`config.mk`:
```
export PLATFORM = sky130hd
export DESIGN_NAME = sram_mem_controller
export DESIGN_NICKNAME = d
export VERILOG_FILES = /design/src/rtl/sram_mem_controller.sv
export SDC_FILE = /design/constraint.sdc
export NUM_CORES = 1
export LEC_CHECK = 0
export CORE_UTILIZATION = 44
export CTS_CLUSTER_DIAMETER = 60
export CTS_CLUSTER_SIZE = 12
export DETAILED_ROUTE_END_ITERATION = 16
export PLACE_DENSITY = 0.92
export SETUP_SLACK_MARGIN = 0.2
export SYNTH_ARGS = -nofsm -noshare
export SYNTH_HDL_FRONTEND = slang
export SYNTH_SLANG_ARGS = --single-unit
```
`constraint.sdc`:
```
create_clock -name clk -period 2.5 [get_ports clk]
set_clock_uncertainty 0.15 [all_clocks]
set_input_delay 0.625 -clock clk [delete_from_list [all_inputs] [get_ports clk]]
set_output_delay 0.625 -clock clk [all_outputs]
set_load 0.03 [all_outputs]
```
`src/rtl/sram_mem_controller.sv`:
```
// sram_mem_controller: MEM-stage sequencer for a 16-bit async SRAM, two half-word phases per access.
// Optional one-entry last-word read buffer enabled by defining SRAM_LAST_WORD_EN.
module sram_mem_controller #(
  parameter int unsigned WAIT_CYCLES = 3,
  parameter logic [31:0] BASE_ADDR   = 32'd1024
) (
  input  logic        clk,
  input  logic        rst,
  input  logic        MEM_R_EN,
  input  logic        MEM_W_EN,
  input  logic [31:0] address,
  input  logic [31:0] write_data,
  output logic [31:0] read_data,
  output logic        ready,
  output logic [17:0] sram_addr,
  output logic [15:0] sram_dq_out,
  output logic        sram_dq_oe,
  input  logic [15:0] sram_dq_in,
  output logic        sram_we_n
);

  typedef enum logic [1:0] {
    S_IDLE,
    S_LOW,
    S_HIGH,
    S_DONE
  } state_e;

  localparam logic [3:0] LAST = 4'(WAIT_CYCLES - 1);

  state_e      state_q, state_d;
  logic [3:0]  cnt_q, cnt_d;
  logic [16:0] word_q, word_d;
  logic [31:0] wdata_q, wdata_d;
  logic        wr_q, wr_d;
  logic [31:0] rdata_q, rdata_d;

  logic        req;
  logic        last;
  logic [16:0] req_word;

  assign req      = MEM_R_EN | MEM_W_EN;
  assign last     = (cnt_q == LAST);
  assign req_word = 17'((address - BASE_ADDR) >> 2);

`ifdef SRAM_LAST_WORD_EN
  logic        buf_vld_q;
  logic [16:0] buf_word_q;
  logic [31:0] buf_data_q;
  logic        hit;

  assign hit = MEM_R_EN & ~MEM_W_EN & buf_vld_q
             & (buf_word_q == req_word);

  // Remember the word touched by the last completed access.
  always_ff @(posedge clk) begin
    if (rst) begin
      buf_vld_q  <= 1'b0;
      buf_word_q <= '0;
      buf_data_q <= '0;
    end else if (state_q == S_DONE) begin
      buf_vld_q  <= 1'b1;
      buf_word_q <= word_q;
      buf_data_q <= wr_q ? wdata_q : rdata_q;
    end
  end
`endif

  // State, phase counter and latched request registers.
  always_ff @(posedge clk) begin
    if (rst) begin
      state_q <= S_IDLE;
      cnt_q   <= '0;
      word_q  <= '0;
      wdata_q <= '0;
      wr_q    <= 1'b0;
      rdata_q <= '0;
    end else begin
      state_q <= state_d;
      cnt_q   <= cnt_d;
      word_q  <= word_d;
      wdata_q <= wdata_d;
      wr_q    <= wr_d;
      rdata_q <= rdata_d;
    end
  end

  // Next-state logic and SRAM pin drive for each phase.
  always_comb begin
    state_d     = state_q;
    cnt_d       = cnt_q;
    word_d      = word_q;
    wdata_d     = wdata_q;
    wr_d        = wr_q;
    rdata_d     = rdata_q;
    ready       = 1'b0;
    read_data   = rdata_q;
    sram_addr   = '0;
    sram_dq_out = '0;
    sram_dq_oe  = 1'b0;
    sram_we_n   = 1'b1;

    unique case (state_q)
      S_IDLE: begin
        ready = ~req;
`ifdef SRAM_LAST_WORD_EN
        if (hit) begin
          ready     = 1'b1;
          read_data = buf_data_q;
          rdata_d   = buf_data_q;
        end else
`endif
        if (req) begin
          word_d  = req_word;
          wdata_d = write_data;
          wr_d    = MEM_W_EN;
          cnt_d   = '0;
          state_d = S_LOW;
        end
      end

      S_LOW: begin
        sram_addr = {word_q, 1'b0};
        if (wr_q) begin
          sram_dq_oe  = 1'b1;
          sram_dq_out = wdata_q[15:0];
          sram_we_n   = last;
        end
        if (last) begin
          if (!wr_q) rdata_d[15:0] = sram_dq_in;
          cnt_d   = '0;
          state_d = S_HIGH;
        end else begin
          cnt_d = cnt_q + 4'd1;
        end
      end

      S_HIGH: begin
        sram_addr = {word_q, 1'b1};
        if (wr_q) begin
          sram_dq_oe  = 1'b1;
          sram_dq_out = wdata_q[31:16];
          sram_we_n   = last;
        end
        if (last) begin
          if (!wr_q) rdata_d[31:16] = sram_dq_in;
          cnt_d   = '0;
          state_d = S_DONE;
        end else begin
          cnt_d = cnt_q + 4'd1;
        end
      end

      S_DONE: begin
        ready   = 1'b1;
        state_d = S_IDLE;
      end

      default: state_d = S_IDLE;
    endcase
  end

endmodule
```
==> results.toml <==
[die]
initial_core_util = 0.452
die_area_mm2 = 0.00930
io_pins = 153
die_h_um = 96.4
core_area_mm2 = 0.00868
die_w_um = 96.4
rows = 34

[clock_tree]
clkSinkCount = 88
h-tree-depth = 3
cts_buffers = 9
cts_buffer_depth = 2
path_clk_slew_ns = 0.08
clock_latency_ns = 0.35
root_buffer = "clkbuf_8"
cts_tree = "done"

[detailed_routing]
drt_first_pass_iters = 4
wl_mm = 11.6
drt-initial-drc-count = 118
postRouteAntennaNets = 0
vias = 3830
drcViolationCount = 0
via_per_inst = 5.34
wl_per_cell_um = 16.1

[timing]
setup_violations = 0
max_freq_mhz = 410
hold_viol = 0
tightest_slew_ns = 0.377
timing.final.crit_share = 0.975
rsz0062_at_grt = "yes"
period_needed_ns = 2.44
slew-limit-headroom = 0.748
slew_viol_final = 0
fin_ws_ns = 0.0621

[grt]
grt_pass1_vias = 3683
grt_max_degree = 106
grt_use_met1 = 0.271
globalRoute.busiestLayer = "met2"
grt_usage = 0.242
grt_pass1_wl_mm = 17.3
use_met3 = 0.0610
antenna_found_initial = 0
use_met2 = 0.436
grt-ovfl-total = 0

[logic_synthesis]
avgSynthCellArea_um2 = 8.55
synth_common_cells = "dfxtp_1 (88), nand2_1 (84), nand2b_1 (50), a21oi_1 (44), mux2i_1 (33)"
syn_nets = 551
ys_warn_count = 0
synthesis.area_mm2 = 0.00392
synth.top_cell.area_share = 0.449
synthFlopType = "dfxtp_1"
synth.area.top_cells = "dfxtp_1 (45%), mux2i_1 (8.4%), nand2_1 (8.0%)"
syn_inst = 459
yosysSeqAreaShare = 0.449
ys_types = 41
synth_seq_cells = 88
yosysMostFrequentCell = "dfxtp_1"
synth_edf_count = 0
synth_area_leader_cell = "dfxtp_1"
async_flop_share = 0

[worst_setup_path]
worstSetupPathType = "reg2out"
endpoint_kind = "output port"
worstPathArrival_ns = 1.66
crit_required_ns = 1.73
cp_max_fo = 18
critPathLaunchType = "register"

[pwr]
fin_total_pwr_mw = 5.15
peakVddDrop_v = 0.000464
power_density_mw_per_mm2 = 827
p_leak_nw = 2.39

[finish]
final_cell_count_no_fill = 717
multi_input_area_mm2 = 0.00236
seq_area_mm2 = 0.00177
diodes = 0
nFillCells = 627
drive_gt1_frac = 0.256
final_nets = 696
area_growth_pct = 58.8

[run_status]
status = "finished clean"

[place]
place.gp.congestion = 0.799
dp_slack_ns = -0.233
dp_hpwl_mm = 7.26
place_inst = 691
io_buffers = 137

[run]
max-cap-violations = 0

[min_path]
hold_class = "reg2reg"
==> routing by layer <==
layer	vias up	share of wire
li1	1855	-
met1	1789	0.40
met3	27	0.078
met2	159	0.49
met5	-	0
met4	0	0.024
==> where the power goes <==
group | switching [mW] | total (mW) | internal (mW)
logic | 1.28 | 2.29 | 1.01
registers | 0.163 | 1.79 | 1.62
clock network | 0.509 | 1.07 | 0.563
==> cell families after synthesis <==
| group | after synthesis | share of synthesized area |
|---|---|---|
| and+or+nand+nor | 203 | 0.258 |
| adders and majority gates | 8 | 0.0255 |
| xor gates and xnor gates | 2 | 0.00447 |
| DFF | 88 | 0.449 |
| AOI/OAI and AO/OA | 83 | 0.128 |
| muxes | 33 | 0.0842 |
| buffers and inverters | 42 | 0.0504 |
==> per-stage QoR <==
step	hold WS [ns]	TNS (ns)	area (um^2)	util
3_5_place_dp	0.298	-0.563	5510	0.635
5_1_grt	0.329	0	6230	0.718
2_1_floorplan	0.282	0	4090	-
4_1_cts	0.310	0	6040	0.696
6_report	0.314	0	6230	0.718
3_3_place_gp	0.290	-0.220	5510	0.635
==> critical path: stages (launching register included) <==
cell     delay, ns
dfxtp_4       0.40
inv_4         0.06
ha_4          0.18
buf_8         0.17
a22oi_1       0.32
nor2_4        0.05
buf_6         0.14
==> registers in the layout (all words and copies together) (netlist names) <==
signal     count
state_q        2
wr_q           1
read_data     32
cnt_q          4
wdata_q       32
word_q        17
==> timing repair <==
item,in CTS,in global routing
resized for setup,69,40
gates cloned,3,2
pin swaps,14,11
hold buffers,0,0
setup endpoints to repair,37,36
setup buffers,2,3
==> final timing paths <==
kind,to,start,cells after the start,slack [ns]
setup / recovery,sram_dq_out[1],state_q[1],6,0.06
hold / removal,word_q[2],word_q[2],2,0.31
setup reg to reg,cnt_q[3],state_q[0],6,0.39
hold reg to reg,word_q[2],word_q[2],2,0.31
==> layout by cell type, fill, tap and decap left out, types with 16 or more instances in the layout <==
master / n
nand2_1: 83
mux2i_1: 33
buf_6: 29
nor2_4: 17
clkdlybuf4s50_1: 96
buf_4: 29
and3_4: 16
dfxtp_1: 85
a21oi_1: 44
nand2b_1: 50
==> final cells by class <==
class,instances,share of cell area
clock inverter,7,0.0155
tap,108,0.0217
sequential,88,0.284
inverter,6,0.00522
timing repair buffer,167,0.276
multi-input combinational,332,0.378
clock buffer,9,0.0199
Power figures use the tool's default switching activity.
